==> src/rtl/j1_io_ctrl.sv <==
`default_nettype none
// ============================================================================
// Module      : j1_io_ctrl
// Description : Wait-state I/O controller. It turns each j1 single-cycle I/O
//               strobe into one handshaked bus transaction. The core is held
//               on `pause` until the peripheral acks or a timeout expires.
//               It also merges an external debug halt into `pause`.
// Revision    : 1.0 - initial release
// ============================================================================
module j1_io_ctrl #(
  parameter int TIMEOUT = 255
) (
  input  logic        sys_clk_i,
  input  logic        sys_rst_i,
  input  logic        halt_i,
  output logic        cpu_pause_o,
  input  logic        cpu_io_rd_i,
  input  logic        cpu_io_wr_i,
  input  logic [15:0] cpu_io_addr_i,
  input  logic [15:0] cpu_io_dout_i,
  output logic [15:0] cpu_io_din_o,
  output logic        bus_req_o,
  output logic        bus_we_o,
  output logic [15:0] bus_addr_o,
  output logic [15:0] bus_wdata_o,
  input  logic [15:0] bus_rdata_i,
  input  logic        bus_ack_i,
  output logic        bus_err_o,
  input  logic        err_clr_i
);

  localparam logic [15:0] C_TIMEOUT = 16'(TIMEOUT);

  typedef enum logic [1:0] {
    S_IDLE = 2'd0,
    S_REQ  = 2'd1,
    S_DONE = 2'd2
  } state_t;

  state_t      state_q, state_d;
  logic [15:0] addr_q, addr_d;
  logic [15:0] wdata_q, wdata_d;
  logic        we_q, we_d;
  logic [15:0] rdata_q, rdata_d;
  logic [15:0] cnt_q, cnt_d;
  logic        err_q, err_d;

  logic        strobe;
  logic        timeout;
  logic        pause_fsm;

  assign strobe = cpu_io_rd_i | cpu_io_wr_i;

  // Next-state, latch, counter and error-flag decode.
  always_comb begin
    state_d   = state_q;
    addr_d    = addr_q;
    wdata_d   = wdata_q;
    we_d      = we_q;
    rdata_d   = rdata_q;
    cnt_d     = cnt_q;
    err_d     = err_q;
    timeout   = 1'b0;
    pause_fsm = 1'b0;

    case (state_q)
      S_IDLE: begin
        pause_fsm = halt_i | strobe;
        // A strobe seen while halted is left pending; the core re-presents it.
        if (strobe && !halt_i) begin
          addr_d  = cpu_io_addr_i;
          wdata_d = cpu_io_dout_i;
          we_d    = cpu_io_wr_i;   // rd & wr together counts as a write
          cnt_d   = 16'd0;
          state_d = S_REQ;
        end
      end
      S_REQ: begin
        pause_fsm = 1'b1;
        // An ack in the last allowed cycle takes priority over the timeout.
        if (bus_ack_i) begin
          rdata_d = bus_rdata_i;
          state_d = S_DONE;
        end else if (cnt_q >= C_TIMEOUT) begin
          rdata_d = 16'hFFFF;
          timeout = 1'b1;
          state_d = S_DONE;
        end else if (cnt_q != 16'hFFFF) begin
          cnt_d = cnt_q + 16'd1;
        end
      end
      S_DONE: begin
        // The strobe here belongs to the committing instruction; never relaunch.
        pause_fsm = halt_i;
        if (!halt_i) begin
          state_d = S_IDLE;
        end
      end
      default: begin
        state_d = S_IDLE;
      end
    endcase

    // A timeout in the same cycle as a clear leaves the flag set.
    if (err_clr_i) begin
      err_d = 1'b0;
    end
    if (timeout) begin
      err_d = 1'b1;
    end
  end

  // State and datapath registers with synchronous reset.
  always_ff @(posedge sys_clk_i) begin
    if (sys_rst_i) begin
      state_q <= S_IDLE;
      addr_q  <= 16'd0;
      wdata_q <= 16'd0;
      we_q    <= 1'b0;
      rdata_q <= 16'd0;
      cnt_q   <= 16'd0;
      err_q   <= 1'b0;
    end else begin
      state_q <= state_d;
      addr_q  <= addr_d;
      wdata_q <= wdata_d;
      we_q    <= we_d;
      rdata_q <= rdata_d;
      cnt_q   <= cnt_d;
      err_q   <= err_d;
    end
  end

  // While reset is asserted the pause output follows the IDLE decode.
  assign cpu_pause_o  = sys_rst_i ? (halt_i | strobe) : pause_fsm;
  assign bus_req_o    = (state_q == S_REQ);
  assign bus_we_o     = we_q;
  assign bus_addr_o   = addr_q;
  assign bus_wdata_o  = wdata_q;
  assign cpu_io_din_o = rdata_q;
  assign bus_err_o    = err_q;

endmodule
`default_nettype wire
==> config.mk <==
export PLATFORM = sky130hd
export DESIGN_NAME = j1_io_ctrl
export DESIGN_NICKNAME = d
export VERILOG_FILES = /design/src/rtl/j1_io_ctrl.sv
export SDC_FILE = /design/constraint.sdc
export NUM_CORES = 1
export LEC_CHECK = 0
export ABC_CLOCK_PERIOD_IN_PS = 2300
export CORE_ASPECT_RATIO = 1.5
export CORE_UTILIZATION = 30
export CTS_CLUSTER_DIAMETER = 120
export DETAILED_ROUTE_END_ITERATION = 6
export PLACE_DENSITY_LB_ADDON = 0.3
export SYNTH_ARGS = -nofsm -noshare
export SYNTH_HDL_FRONTEND = slang
export SYNTH_SLANG_ARGS = --single-unit
export TNS_END_PERCENT = 5
==> constraint.sdc <==
create_clock -name sys_clk_i -period 2.3 [get_ports sys_clk_i]
set_input_delay 0.345 -clock sys_clk_i [delete_from_list [all_inputs] [get_ports sys_clk_i]]
set_output_delay 0.345 -clock sys_clk_i [all_outputs]
set_load 0.02 [all_outputs]
==> flow_metrics.env, run 1 <==
export IMPL_clockPowerShare=0.443
export IMPL_cts_hold_buffers=0
export IMPL_outcome="completed"
export IMPL_setup_failing_eps_final=0
export IMPL_synthCells=289
export IMPL_postCtsSetupBuffers=0
export IMPL_final_setup_skew_ps=5.20
export IMPL_dr_pass1_iters=6
export IMPL_timing_slew_headroom=0.648
export IMPL_h_tree_depth=3
export IMPL_final_cells=503
export IMPL_nNetsFinal=447
export IMPL_critical_path_required_ps=1960
export IMPL_clock_tree_buffer_depth=2
export IMPL_clkLatencyLatePin_ps=320
export IMPL_total_leakage_power_nw=1.46
export IMPL_pwr_share_seq=0.410
export IMPL_dieHeight_um=116
export IMPL_report_final_slew_viol_count=0
export IMPL_worst_setup_path_end_kind="primary output"
export IMPL_antenna_cells=0
export IMPL_dp_cells=487
export IMPL_post_route_period_util=0.964
export IMPL_clkTransAtPathRegs_ps=50
export IMPL_synth_warnings=0
export IMPL_yosys_cell_types_count=34
export IMPL_yosys_area_top_type_share=0.527
export IMPL_dp_hpwl_um=4500
export IMPL_die_w_um=77.8
export IMPL_final_layout_size_suffix_gt1_frac=0.124
export IMPL_comb_power_share=0.146
export IMPL_power_switching_fraction=0.234
export IMPL_start_util=0.309
export IMPL_via_count_of_the_first_global_routing_pass=2262
export IMPL_reported_net_switching_power_mw=0.722
export IMPL_synthesized_net_count=345
export IMPL_grt_first_pass_wirelength_um=10400
export IMPL_first_iter_violations=72
export IMPL_crit_arrival_ps=1870
export IMPL_vdd_ir_drop_worst_uv=400
export IMPL_fp_dieArea_um2=8990
export IMPL_final_sum_of_negative_setup_slack_ps=0
export IMPL_critical_path_peak_fanout=11
export IMPL_seq_total_area_yosys=0.527
export IMPL_setup_worst_path_class="register to primary output"
export IMPL_ant_nets=0
export IMPL_synth_cell_area_um2=2580
export IMPL_rsz0062_at_grt="false"
export IMPL_hold_violations=0
export IMPL_period_minus_slack_ps=2220
export IMPL_routed_via_density=4.80
export IMPL_routed_wl_um=6420
export IMPL_io_count=107
export IMPL_worstHoldPathType="register to register"
export IMPL_drcViolationCount=0
export IMPL_synthTopCellsByArea="dfxtp_1 (53%), nand2_1 (11%), a21oi_1 (8.3%)"
export IMPL_ys_async_sr_fraction=0
export IMPL_internal_power_mw=2.36
export IMPL_wl_per_cell_um=12.8
export IMPL_buffer_ports_inserted=106
export IMPL_clock_sink_count=68
export IMPL_finalHoldWorstSlack_ps=451
export IMPL_cts_resized_gates=0
export IMPL_gr_total_overflow=0
export IMPL_cts_tree="built"
export IMPL_grt_start_max_net_pins=48
export IMPL_fmaxAchievable_mhz=451
export IMPL_worst_margin_pin_slew_ps=526
export IMPL_routed_via_count=2413
export IMPL_post_synth_cell_area_avg_um2=8.94
export IMPL_place_congestion=0.861
export IMPL_power_per_cell_area_nw_per_um2=759
export IMPL_core_rowCount=41
export IMPL_antenna_found_initial=0
export IMPL_worstSetupStartpointType="register"
export IMPL_p_total_mw=3.08
export IMPL_numCtsBuffers=9
export IMPL_gr_usage_all_layers=0.149
export IMPL_synth_area_leader_cell="dfxtp_1"
export IMPL_core_area_um2=8360
export IMPL_yosys_most_used_dff="dfxtp_1"
export IMPL_flow_area_growth_from_synthesis_pct=57.3
export IMPL_register_bit_count_reported_by_yosys=68
export IMPL_synth_edf_count=0
export IMPL_cap_viol_max_count=0
export IMPL_clockRootBuffer="clkbuf_16"
[power groups by stage]
stage / Combinational, mW / Sequential [mW] / Clock [mW]
global placement: 0.451 / 1.29 / 0
finish: 0.451 / 1.27 / 1.37
CTS: 0.456 / 1.26 / 1.41
floorplan: 0.149 / 1.35 / 0
detailed placement: 0.453 / 1.29 / 0
global route: 0.487 / 1.27 / 1.47
[final cells by class]
class,instances,area (µm²)
Timing Repair Buffer,111,1120
Sequential cell,68,1360
Multi-Input combinational cell,194,1110
Clock inverter,4,47.5
Clock buffer,12,256
Fill cell,781,4300
Inverter,7,30.0
Tap cell,107,134
[synthesized netlist by cell type, types with 3 or more instances]
master / number
o221a_2: 16
a311oi_1: 3
a31oi_1: 3
buf_2: 3
nand4_1: 4
nor3b_1: 3
nor2_1: 10
clkbuf_1: 16
a21oi_1: 43
nand2_1: 73
nand3_1: 6
inv_1: 7
and3_1: 4
dfxtp_1: 68
o21ai_0: 5
[worst paths after layout]
check,start,to,slack (ps),cells after the start
worst min-delay path,bus_addr_o[4],bus_addr_o[4],450,2
worst min register to register,bus_addr_o[4],bus_addr_o[4],450,2
worst max-delay path,state_q[1],bus_req_o,80,3
worst max register to register,cnt_q[0],cpu_io_din_o[12],350,6
[cells in the final DEF (no fill, tap or decap), types with 2 or more instances in the layout]
master	n
a211oi_1	2
a21oi_1	43
a311oi_1	3
a31oi_1	3
and3_1	4
buf_12	2
buf_4	3
clkbuf_16	9
clkbuf_8	2
clkdlybuf4s50_1	105
clkinv_2	2
clkinvlp_4	2
dfxtp_1	67
inv_1	6
nand2_1	73
nand3_1	6
nand4_1	4
nor2_1	10
nor3b_1	3
nor4_4	2
o21ai_0	5
o221a_2	16
o31a_1	2
or3_1	2
or4_1	2
[per-stage QoR]
step / area [µm²] / worst slack (ps) / utilization
6_report: 4060 / 82.4 / 0.486
5_1_grt: 4060 / 4.56 / 0.486
4_1_cts: 4060 / 13.9 / 0.485
3_5_place_dp: 3750 / 103 / 0.449
3_3_place_gp: 3750 / 121 / 0.449
2_1_floorplan: 2580 / 673 / -
[state kept, by name, summed over array words and instances, names as in the netlist]
signal / count
cnt_q: 16
state_q: 2
bus_err_o: 1
bus_we_o: 1
cpu_io_din_o: 16
bus_addr_o: 16
bus_wdata_o: 16
[worst max-delay path: stages, from the launching register on]
cell	delay, ps
dfxtp_1	470
nand2b_4	260
clkinvlp_4	210
clkdlybuf4s50_1	600
[cell families (layout without fill, tap and decap cells)]
| logic type | Yosys count | after routing | share of synthesized area |
|---|---|---|---|
| AO/OA/AOI/OAI | 80 | 80 | 0.216 |
| adder cells (fa/ha/maj) | 1 | 1 | 0.00484 |
| buffers and inverters | 27 | 134 | 0.0436 |
| flip-flops | 68 | 68 | 0.527 |
| AND/OR/NAND/NOR | 113 | 113 | 0.209 |
[routing by layer]
metal	GRT usage	share of wire	wire length, µm	vias up
met2	0.250	0.48	3080	84
met5	0	0	0	-
met1	0.163	0.42	2720	1093
li1	-	-	-	1221
met4	0.103	0.028	177	0
met3	0.0394	0.069	444	15
Power figures use the tool's default switching activity.
==> inputs of run 2 (changes only) <==
--- a/config.mk
+++ b/config.mk
@@ -8,7 +8,7 @@
 export ABC_CLOCK_PERIOD_IN_PS = 2300
 export CORE_ASPECT_RATIO = 1.5
 export CORE_UTILIZATION = 30
-export CTS_CLUSTER_DIAMETER = 120
+export CTS_CLUSTER_DIAMETER = 80
 export DETAILED_ROUTE_END_ITERATION = 6
 export PLACE_DENSITY_LB_ADDON = 0.3
 export SYNTH_ARGS = -nofsm -noshare
==> results of run 2 <==
Same layout as run 1: the final DEF is identical, and so are final timing and power.
